===== config.mk =====
export PLATFORM = sky130hd
export DESIGN_NAME = cpu_io_serdes
export DESIGN_NICKNAME = d
export VERILOG_FILES = /design/src/rtl/cpu_io_serdes.sv
export SDC_FILE = /design/constraint.sdc
export NUM_CORES = 1
export LEC_CHECK = 0
export CAP_MARGIN = 20
export CORE_ASPECT_RATIO = 1.2
export CORE_MARGIN = 1.5
export CORE_UTILIZATION = 44
export DETAILED_ROUTE_END_ITERATION = 12
export GPL_ROUTABILITY_DRIVEN = 0
export GPL_TIMING_DRIVEN = 0
export PLACE_DENSITY = 0.68
export SLEW_MARGIN = 20
export SYNTH_ARGS = -nofsm -noshare
export SYNTH_HDL_FRONTEND = slang
export SYNTH_SLANG_ARGS = --single-unit

===== constraint.sdc =====
create_clock -name clk -period 2.55 [get_ports clk]
set_input_delay 0.255 -clock clk [delete_from_list [all_inputs] [get_ports clk]]
set_output_delay 0.255 -clock clk [all_outputs]
set_load 0.02 [all_outputs]

===== src/rtl/cpu_io_serdes.sv =====
// CPU-side serial link: serializes TX words into IO_BITS chunks behind a start marker,
// deserializes RX words into a one-entry buffer, and tracks outstanding fetch credits.
//
//   state      | meaning
//   TX_IDLE    | no frame; tx_pins/tx_jump low, ready for a word
//   TX_START   | start marker (tx_pins = 1) on the wire
//   TX_DATA    | chunk tx_k_q on the wire, LSB chunk first
//   RX_IDLE    | hunting for a start marker on rx_pins
//   RX_RECV    | shifting in chunk rx_k_q
module cpu_io_serdes #(
    parameter int IO_BITS   = 2,
    parameter int WORD_BITS = 16,
    parameter int MAX_FETCH = 3
) (
    input  logic                 clk,
    input  logic                 rst_n,
    input  logic                 in_valid,
    output logic                 in_ready,
    input  logic [WORD_BITS-1:0] in_data,
    input  logic                 in_jump,
    input  logic                 fetch_req,
    output logic                 fetch_ready,
    output logic [IO_BITS-1:0]   tx_pins,
    output logic                 tx_jump,
    output logic                 tx_fetch,
    input  logic [IO_BITS-1:0]   rx_pins,
    output logic                 out_valid,
    input  logic                 out_ready,
    output logic [WORD_BITS-1:0] out_data,
    output logic                 overrun
);

    localparam int N  = WORD_BITS / IO_BITS;
    localparam int KW = (N > 1) ? $clog2(N) : 1;
    localparam int CW = $clog2(MAX_FETCH + 1);

    localparam logic [KW-1:0]      K_LAST     = KW'(N - 1);
    localparam logic [IO_BITS-1:0] MARKER     = IO_BITS'(1);
    localparam logic [CW-1:0]      CREDIT_MAX = CW'(MAX_FETCH);

    typedef enum logic [1:0] {TX_IDLE, TX_START, TX_DATA} tx_state_t;
    typedef enum logic {RX_IDLE, RX_RECV} rx_state_t;

    tx_state_t              tx_state_q, tx_state_d;
    logic [KW-1:0]          tx_k_q, tx_k_d;
    logic [WORD_BITS-1:0]   tx_sh_q, tx_sh_d;
    logic                   tx_jump_lat_q, tx_jump_lat_d;
    logic [IO_BITS-1:0]     tx_pins_q, tx_pins_d;
    logic                   tx_jump_q, tx_jump_d;
    logic                   tx_fetch_q, tx_fetch_d;
    logic [CW-1:0]          credits_q, credits_d;
    rx_state_t              rx_state_q, rx_state_d;
    logic [KW-1:0]          rx_k_q, rx_k_d;
    logic [WORD_BITS-1:0]   rx_sh_q, rx_sh_d;
    logic                   out_valid_q, out_valid_d;
    logic [WORD_BITS-1:0]   out_data_q, out_data_d;
    logic                   overrun_q, overrun_d;

    logic                   tx_last;
    logic                   tx_hs;
    logic                   fetch_acc;
    logic                   rx_done;
    logic [WORD_BITS-1:0]   rx_word;

    // Readies are gated by rst_n so nothing is accepted while reset is held.
    assign tx_last     = (tx_state_q == TX_DATA) && (tx_k_q == K_LAST);
    assign in_ready    = rst_n && ((tx_state_q == TX_IDLE) || tx_last);
    assign tx_hs       = in_valid && in_ready;
    assign fetch_ready = rst_n && (credits_q < CREDIT_MAX);
    assign fetch_acc   = fetch_req && fetch_ready;

    always_comb begin
        tx_state_d    = tx_state_q;
        tx_k_d        = tx_k_q;
        tx_sh_d       = tx_sh_q;
        tx_jump_lat_d = tx_jump_lat_q;
        tx_pins_d     = '0;
        tx_jump_d     = 1'b0;
        case (tx_state_q)
            TX_IDLE: begin
                if (tx_hs) begin
                    tx_state_d    = TX_START;
                    tx_sh_d       = in_data;
                    tx_jump_lat_d = in_jump;
                end
            end
            TX_START: begin
                tx_state_d = TX_DATA;
                tx_k_d     = '0;
                tx_pins_d  = tx_sh_q[IO_BITS-1:0];
                tx_sh_d    = tx_sh_q >> IO_BITS;
            end
            TX_DATA: begin
                if (tx_k_q == K_LAST) begin
                    if (tx_hs) begin
                        tx_state_d    = TX_START;
                        tx_sh_d       = in_data;
                        tx_jump_lat_d = in_jump;
                    end else begin
                        tx_state_d = TX_IDLE;
                    end
                end else begin
                    tx_k_d    = tx_k_q + KW'(1);
                    tx_pins_d = tx_sh_q[IO_BITS-1:0];
                    tx_sh_d   = tx_sh_q >> IO_BITS;
                end
            end
            default: tx_state_d = TX_IDLE;
        endcase
        if (tx_state_d == TX_START) begin
            tx_pins_d = MARKER;
        end
        if (tx_state_d != TX_IDLE) begin
            tx_jump_d = tx_jump_lat_d;
        end
    end

    assign rx_done = (rx_state_q == RX_RECV) && (rx_k_q == K_LAST);
    assign rx_word = {rx_pins, rx_sh_q[WORD_BITS-1:IO_BITS]};

    always_comb begin
        rx_state_d = rx_state_q;
        rx_k_d     = rx_k_q;
        rx_sh_d    = rx_sh_q;
        case (rx_state_q)
            RX_IDLE: begin
                if (rx_pins == MARKER) begin
                    rx_state_d = RX_RECV;
                    rx_k_d     = '0;
                end
            end
            RX_RECV: begin
                rx_sh_d = rx_word;
                if (rx_k_q == K_LAST) begin
                    rx_state_d = RX_IDLE;
                end else begin
                    rx_k_d = rx_k_q + KW'(1);
                end
            end
            default: rx_state_d = RX_IDLE;
        endcase
    end

    // A buffer drained on the completion edge counts as free.
    always_comb begin
        out_valid_d = out_valid_q && !out_ready;
        out_data_d  = out_data_q;
        overrun_d   = overrun_q;
        if (rx_done) begin
            if (!out_valid_q || out_ready) begin
                out_valid_d = 1'b1;
                out_data_d  = rx_word;
            end else begin
                overrun_d = 1'b1;
            end
        end
    end

    always_comb begin
        tx_fetch_d = fetch_acc;
        credits_d  = credits_q;
        if (fetch_acc && !rx_done) begin
            credits_d = credits_q + CW'(1);
        end else if (!fetch_acc && rx_done && (credits_q != '0)) begin
            credits_d = credits_q - CW'(1);
        end
    end

    always_ff @(posedge clk or negedge rst_n) begin
        if (!rst_n) begin
            tx_state_q    <= TX_IDLE;
            tx_k_q        <= '0;
            tx_sh_q       <= '0;
            tx_jump_lat_q <= 1'b0;
            tx_pins_q     <= '0;
            tx_jump_q     <= 1'b0;
            tx_fetch_q    <= 1'b0;
            credits_q     <= '0;
            rx_state_q    <= RX_IDLE;
            rx_k_q        <= '0;
            rx_sh_q       <= '0;
            out_valid_q   <= 1'b0;
            out_data_q    <= '0;
            overrun_q     <= 1'b0;
        end else begin
            tx_state_q    <= tx_state_d;
            tx_k_q        <= tx_k_d;
            tx_sh_q       <= tx_sh_d;
            tx_jump_lat_q <= tx_jump_lat_d;
            tx_pins_q     <= tx_pins_d;
            tx_jump_q     <= tx_jump_d;
            tx_fetch_q    <= tx_fetch_d;
            credits_q     <= credits_d;
            rx_state_q    <= rx_state_d;
            rx_k_q        <= rx_k_d;
            rx_sh_q       <= rx_sh_d;
            out_valid_q   <= out_valid_d;
            out_data_q    <= out_data_d;
            overrun_q     <= overrun_d;
        end
    end

    assign tx_pins   = tx_pins_q;
    assign tx_jump   = tx_jump_q;
    assign tx_fetch  = tx_fetch_q;
    assign out_valid = out_valid_q;
    assign out_data  = out_data_q;
    assign overrun   = overrun_q;

endmodule


**Word level (Yosys, flattened, before mapping)**

Index checks and enable logic that the tools add are counted.

- Flip-flop bits (word level): 66
- Latch bits: 0
- Logic and storage cells: 82
- Memories kept: 0
- Bits in writable memories: 0
- Input port bits: 24
- Bits in read-only memories: 0
- Output and inout bits: 24

- $lt $le $gt $ge: 1
- Muxes and demuxes: 26
- Shifts and indexed selects: 0
- Multipliers: 0
- Reduce and logical (&&, ||, !) cells: 26
- Bitwise gates (word level): 2
- Eq/ne operators: 9
- $add $sub $neg: 4
- Div/mod/pow operators: 0

Operator list:

| operator | number |
|---|---|
| one-hot mux 16 bit (3 select lines) | 1 |
| two-way mux 16 bit | 2 |
| two-way mux 2 bit | 6 |
| one-hot mux 3 bit (2 select lines) | 2 |
| logical AND 1 bit | 10 |
| two-way mux 3 bit | 3 |
| two-way mux 1 bit | 8 |
| AND reduction 2 bit | 4 |
| nonzero test 2 bit | 4 |
| adder 3 x 1 -> 3 bit, second input constant | 2 |
| equality test 2 x 1 -> 1 bit, second input constant | 3 |
| equality test 3 bit, second input constant | 2 |
| inequality test 2 bit, second input constant | 3 |
| one-hot mux 2 bit (3 select lines) | 1 |
| logical NOT 1 bit | 4 |
| one-hot mux 1 bit (2 select lines) | 2 |
| one-hot mux 2 bit (2 select lines) | 1 |
| nonzero test 3 bit | 1 |
| adder 2 x 1 -> 2 bit, second input constant | 1 |
| equality test 2 bit, second input constant | 1 |
| logical NOT 2 bit | 1 |
| logical OR 1 bit | 2 |
| < comparator 2 bit, second input constant | 1 |
| inverter 1 bit | 2 |
| subtractor 2 x 1 -> 2 bit, second input constant | 1 |

**Longest topological paths before layout**

Gate-level depths: netlist of the first run.

- Word-level depth: 10
- Gate-level depth with buffers: 7
- Depth with buffers taken out: 6

**Worst setup path after synthesis of the first run**

OpenSTA, ideal clock, no wires.

- Path type: reg2reg
- From: register tx_k_q[0]
- To: register tx_sh_q[10]
- Cell stages (with the launch flop): 8
- Arrival time: 1.733 ns
- Setup slack: 0.691 ns
- Period minus slack after synthesis: 1.859 ns
- Library setup time: 0.126 ns
- Cell sequence: dfrtp_1 -> ha_1 -> ha_1 -> buf_4 -> a21boi_4 -> a22oi_2 -> buf_6 -> a221o_1

- Longest elaborated chain between the ends: 8

RTL lines:

| item | RTL line | text |
|---|---|---|
| start: declaration | 45 | `logic [KW-1:0] tx_k_q, tx_k_d;` |
| start signal: assignment | 187 | `tx_k_q <= tx_k_d;` |
| equality test 3 bit * | 66, 94 |  |
| logical AND 1 bit | 66 | `assign tx_last = (tx_state_q == TX_DATA) && (tx_k_q == K_LAST);` |
| logical OR 1 bit | 67 | `assign in_ready = rst_n && ((tx_state_q == TX_IDLE) \|\| tx_last);` |
| logical AND 1 bit | 67 |  |
| logical AND 1 bit | 68 | `assign tx_hs = in_valid && in_ready;` |
| two-way mux 16 bit | -- |  |
| two-way mux 16 bit | 94 | `if (tx_k_q == K_LAST) begin` |
| one-hot mux 16 bit (3 select lines) * | 79 | `case (tx_state_q)` |
| end signal: assignment | 188 | `tx_sh_q <= tx_sh_d;` |
| end: declaration | 46 | `logic [WORD_BITS-1:0] tx_sh_q, tx_sh_d;` |

Every way passes the cells marked *; elsewhere a longest branch is shown, timed or not.
A chain may end at the register's enable or synchronous reset.

**Final worst setup path of the first run**

- From: input port rst_n
- To: output port fetch_ready

- Longest elaborated chain between the ends: 1

RTL lines:

| item | RTL line | text |
|---|---|---|
| start: declaration | 16 | `input logic rst_n,` |
| logical AND 1 bit | 69 | `assign fetch_ready = rst_n && (credits_q < CREDIT_MAX);` |
| end: declaration | 22 | `output logic fetch_ready,` |

Every way passes these cells.

==> flow_metrics.tcl, run 1 <==
set metrics [dict create \
    ys_ff_latch 64 \
    syn_area_per_cell_um2 13.5 \
    yosysSeqAreaShare_pct 55.1 \
    holdWs_ns 0.323 \
    pre_cts_slack_ns 0.418 \
    synth_nets 248 \
    tightest_slew_ns 0.517 \
    postRouteAntennaNets 0 \
    viasPerCell 5.43 \
    fin_crit_ns 2.37 \
    fp.dieArea_um2 7100 \
    slew_viol_final 0 \
    path_class "primary input to output pin" \
    hold_class "primary input to async pin" \
    drive_gt1_share_pct 23.2 \
    critPathBufInv 4 \
    r2r-end "tx_sh_q[10]" \
    yosysWarnings 0 \
    fin_crit_sh_pct 92.9 \
    final.setup.tns_ns 0 \
    root_buffer "clkbuf_8" \
    crit_family "buffers and inverters" \
    fmax_mhz 422 \
    num-fill-cells 559 \
    r2r_start "tx_k_q[0]" \
    io_buffers 47 \
    drtIter0Drc 74 \
    p_leak_nw 1.64 \
    cp_cell_sequence "dlygate4sd3_1 > buf_4 > buf_4 > a21boi_0 > clkdlybuf4s50_1" \
    dieWidth_um 77.2 \
    start_util_pct 45.3 \
    placed_area_um2 3510 \
    io_pins 48 \
    first_pass_iters 4 \
    fin_area_um2 3750 \
    synth_top_area_share_pct 55.1 \
    setup_viol 0 \
    grt_pass1_vias 2071 \
    synth_area_um2 2900 \
    synth_cells 215 \
    slowest_delay_ns 0.64 \
    grt_start_max_net_pins 56 \
    post_drt_wl_per_cell_um 14.4 \
    grt_pass1_wl_mm 9.38 \
    crit_top_cell "buf_4" \
    numCtsBuffers 9 \
    cts_max_level 3 \
    num_vias 1983 \
    rows 32 \
    vdd_drop_max_uv 515 \
    r2r_slack_ns 0.51 \
    synth_top_area_cell "dfrtp_1" \
    layout.nets 308 \
    maxCapViolCount 0 \
    rsz0062_at_grt "no" \
    crit_path_top_delay_cell "clkdlybuf4s50_1" \
    cp-end-kind "output pin" \
    cp.required_ns 2.30 \
    critPathMaxFanout 14 \
    status "finished, final reports clean" \
    reg2reg_depth 7 \
    numClockSinks 64 \
    total_power_mw 4.67 \
    synth_cell_types 44 \
    floorplan.core_area_um2 6410 \
    grt_overflow 0 \
    cts_tree "done" \
    maxSlewHeadroom_pct 65.6 \
    antenna_cells 0 \
    dp_hpwl_mm 3.68 \
    clk_pin_slew_ns 0.07 \
    critPathArrivalTime_ns 2.11 \
    die_h_um 92.0 \
    cts_setup_buffers 0 \
    synth.area.top_cells "dfrtp_1, mux2_2, a221o_1" \
    insertion_delay_ns 0.34 \
    cellPowerDensity_nw_per_um2 1250 \
    drt-total-wl_mm 5.25 \
    finalHoldViolations 0 \
    finalClockSkew_ns 0.0115 \
    drc_errors 0 \
    clock_path_buffers 2 \
    cp-start-kind "primary input" \
    syn2layout_area_growth_pct 29.1 \
    antenna_found_initial 0 \
    setup_ws_ns 0.182 \
    mostFrequentLayoutCells "dfrtp_1, clkdlybuf4s50_1, mux2_2, nor4b_1, a221o_1" \
    grt_util_all_layers_pct 16.8 \
    final_common_cell "dfrtp_1" \
]
==> sequential cells by signal (all words and copies together), names as in the netlist <==
signal / count
out_data: 16
tx_sh_q: 16
rx_sh_q: 14
rx_k_q: 3
tx_k_q: 3
credits_q: 2
tx_pins: 2
tx_state_q: 2
out_valid: 1
overrun: 1
rx_state_q: 1
tx_fetch: 1
tx_jump: 1
tx_jump_lat_q: 1
==> worst max path at each step <==
stage,from,end,slack [ns],depth (start not counted)
floorplan,tx_k_q[0],tx_sh_q[10],0.69,7
global placement,rst_n,fetch_ready,-1.98,4
detailed placement,tx_k_q[0],in_ready,0.42,6
finish,rst_n,fetch_ready,0.18,5
CTS,tx_k_q[0],in_ready,0.04,6
global route,rst_n,fetch_ready,0.02,5
==> cell type report <==
| type | count | area [µm²] | area share [%] |
|---|---|---|---|
| Inverter | 5 | 18.8 | 0.501 |
| Tap cell | 85 | 106 | 2.84 |
| Clock buffer | 10 | 138 | 3.67 |
| Sequential cell | 64 | 1600 | 42.7 |
| Multi-Input combinational cell | 134 | 1200 | 32.0 |
| Buffer | 12 | 83.8 | 2.24 |
| Timing Repair Buffer | 49 | 508 | 13.6 |
| Clock inverter | 6 | 92.6 | 2.47 |
==> per-layer routing <==
metal | wire, µm | global-route usage (%)
met5 | 0 | 0
met2 | 2570 | 28.1
met3 | 232 | 4.08
met1 | 2340 | 20.2
met4 | 107 | 8.33
==> per-stage QoR <==
step	cells	utilization (%)
finish	365	58.5
global route	365	58.5
CTS	365	58.5
detailed placement	348	54.7
global placement	347	54.3
floorplan	215	-
==> power by group <==
group	internal (mW)	switching (mW)
sequential	1.45	0.269
combinational	1.03	0.942
clock	0.580	0.395
==> kinds of logic after synthesis <==
family	synth area share, %
flops	55.1
fa+ha+maj	3.88
simple gates	10.2
buf+inv	3.53
mux	12.8
xor+xnor	0.302
compound gates	14.2
==> timing repair <==
item,4_1_cts,5_1_grt
hold buffers,1,0
gates resized for setup,0,1
endpoints found under the setup margin,0,1
hold endpoints to repair,10,0
==> cell usage after synthesis, drive strengths merged <==
| library cell | number |
|---|---|
| a211oi | 1 |
| a21boi | 2 |
| a21o | 2 |
| a21oi | 4 |
| a221o | 14 |
| a221oi | 2 |
| a22o | 5 |
| a22oi | 3 |
| a2bb2oi | 1 |
| a311o | 1 |
| a311oi | 1 |
| and2 | 4 |
| and3 | 1 |
| and3b | 2 |
| and4 | 1 |
| and4b | 1 |
| buf | 12 |
| dfrtp | 64 |
| ha | 9 |
| inv | 5 |
| mux2 | 32 |
| mux2i | 1 |
| nand2 | 5 |
| nand2b | 3 |
| nand3 | 3 |
| nand3b | 1 |
| nor2 | 5 |
| nor2b | 4 |
| nor4b | 14 |
| o211a | 1 |
| o211ai | 2 |
| o21a | 3 |
| o21ai | 2 |
| o21bai | 1 |
| o311a | 1 |
| o31ai | 1 |
| xnor2 | 1 |
(Power assumes the default switching activity.)
==> run 2: changes to the inputs <==
CORE_UTILIZATION = 40   (was 44)
CTS_CLUSTER_DIAMETER = 200   (was unset)
PLACE_DENSITY = unset   (was 0.68)
==> run 2 against run 1 <==
  * Register-to-register slack hardly changed
  * Die area is 9.6% higher
  * Non-clock buffer count stayed put
  * Routed wire length rose by 3.0%
  * Sequential share of layout area increased by 0.10 points
  * Core utilization fell by 4.6 points
  * Clock skew shrank 0.0048 ns
  * Maximum frequency is 0.28% higher
  * Clock-buffer cell count fell by 1
  * Design area shrank 0.23%
  * Largest cell class unchanged
  * Setup slack improved by 0.0066 ns
==> flow_metrics.tcl, run 2 (same netlist as run 1, synthesis figures left out) <==
set metrics [dict create \
    grt_util_all_layers_pct 15.6 \
    cp-start-kind "primary input" \
    cp.required_ns 2.30 \
    layout.nets 308 \
    rsz0062_at_grt "no" \
    mostFrequentLayoutCells "dfrtp_1, clkdlybuf4s50_1, mux2_2, nor4b_1, a221o_1" \
    start_util_pct 41.9 \
    insertion_delay_ns 0.33 \
    path_class "primary input to output pin" \
    fin_crit_sh_pct 92.6 \
    cp-end-kind "output pin" \
    clk_pin_slew_ns 0.07 \
    dp_hpwl_mm 3.84 \
    drive_gt1_share_pct 23.2 \
    final_common_cell "dfrtp_1" \
    finalClockSkew_ns 0.00664 \
    postRouteAntennaNets 0 \
    met2_usage_pct 25.1 \
    viasPerCell 5.40 \
    cellPowerDensity_nw_per_um2 1240 \
    dieWidth_um 80.8 \
    p_leak_nw 1.64 \
    finalHoldViolations 0 \
    drc_errors 0 \
    cts_tree "done" \
    post_drt_wl_per_cell_um 14.7 \
    setup_viol 0 \
    met1_usage_pct 20.3 \
    clock_path_buffers 2 \
    first_pass_iters 4 \
    vdd_drop_max_uv 563 \
    maxSlewHeadroom_pct 62.6 \
    crit_path_top_delay_cell "clkdlybuf4s50_1" \
    place_inst 350 \
    drt-total-wl_mm 5.41 \
    cts_max_level 3 \
    critPathArrivalTime_ns 2.11 \
    placed_area_um2 3510 \
    numCtsBuffers 9 \
    hold_class "primary input to async pin" \
    grt_pass1_vias 1991 \
    status "finished, final reports clean" \
    critPathBufInv 4 \
    fin_area_um2 3740 \
    rows 33 \
    antenna_cells 0 \
    slew_viol_final 0 \
    numClockSinks 64 \
    top_usage_layer "met2" \
    tightest_slew_ns 0.561 \
    grt_start_max_net_pins 55 \
    cp_cell_sequence "dlygate4sd3_1 > buf_4 > buf_4 > a21boi_0 > clkdlybuf4s50_1" \
    floorplan.core_area_um2 6940 \
    total_power_mw 4.65 \
    crit_top_cell "buf_4" \
    syn2layout_area_growth_pct 28.8 \
    critPathMaxFanout 15 \
    finalNonFillerCells 367 \
    grt_pass1_wl_mm 9.30 \
    die_h_um 96.3 \
    maxCapViolCount 0 \
    io_buffers 47 \
    drtIter0Drc 98 \
    r2r_slack_ns 0.50 \
    num_vias 1981 \
    io_pins 48 \
    fmax_mhz 423 \
    root_buffer "clkbuf_8" \
    grt_overflow 0 \
    fp.dieArea_um2 7780 \
    antenna_found_initial 0 \
    crit_family "buffers and inverters" \
    fin_crit_ns 2.36 \
    final.setup.tns_ns 0 \
    slowest_delay_ns 0.64 \
    grt_util_met3_pct 3.03 \
]
-- run 2: changes by cell type in the layout (fill, tap and decap cells not counted), sizes merged --
cell / delta
clkinv: +1
inv: +1
clkbuf: -1
clkinvlp: -1
-- run 2: power breakdown --
| group | switching (mW) | total [mW] | internal, mW |
|---|---|---|---|
| registers | 0.264 | 1.72 | 1.45 |
| logic | 0.959 | 1.99 | 1.03 |
| clock network | 0.390 | 0.941 | 0.551 |
| total | 1.61 | 4.65 | 3.03 |
-- run 2: cell type report --
type | instances | area (µm²)
buffer | 12 | 83.8
timing repair buffer | 49 | 508
clock inverter | 7 | 95.1
sequential | 64 | 1600
clock buffer | 9 | 124
tap | 87 | 109
fill | 620 | 3200
multi-input combinational | 134 | 1200
inverter | 5 | 18.8
-- run 2: path summary, 6_finish.rpt --
check / startpoint / end / cells past startpoint
worst max-delay path: rst_n / fetch_ready / 5
worst min-delay path: rst_n / credits_q[1] / 2
worst max register to register: tx_k_q[0] / tx_sh_q[3] / 7
worst min register to register: overrun / overrun / 1
max in group asynchronous: rst_n / tx_k_q[1] / 3
min in group clk: overrun / overrun / 1
-- run 2: metrics by stage --
stage               setup WS (ns)  hold WS [ns]  util, %
floorplan                   0.691       -0.0406        -
global placement            -2.01         0.467     50.2
detailed placement          0.410         0.128     50.6
CTS                        0.0348         0.318     53.9
global route                0.105         0.326     53.9
finish                      0.189         0.323     53.9
-- run 2: routing by layer --
layer,up-vias,wire length (µm)
li1,939,-
met1,978,2540
met2,54,2560
met5,-,0
met3,10,215
met4,0,95
-- run 2: what timing repair did --
action                                  in CTS  in global routing
resized for setup                            0                  1
endpoints found under the setup margin       0                  1
hold endpoints to repair                    10                  0
setup buffers                                0                  0
hold buffers                                 1                  0
-- run 2: worst reg2reg max path, stage by stage (launching register included) --
cell and delay [ns]:
dfrtp_1 0.41, ha_1 0.22, ha_1 0.18, buf_4 0.18
a21boi_4 0.26, a22oi_2 0.17, buf_6 0.17, a221o_1 0.35
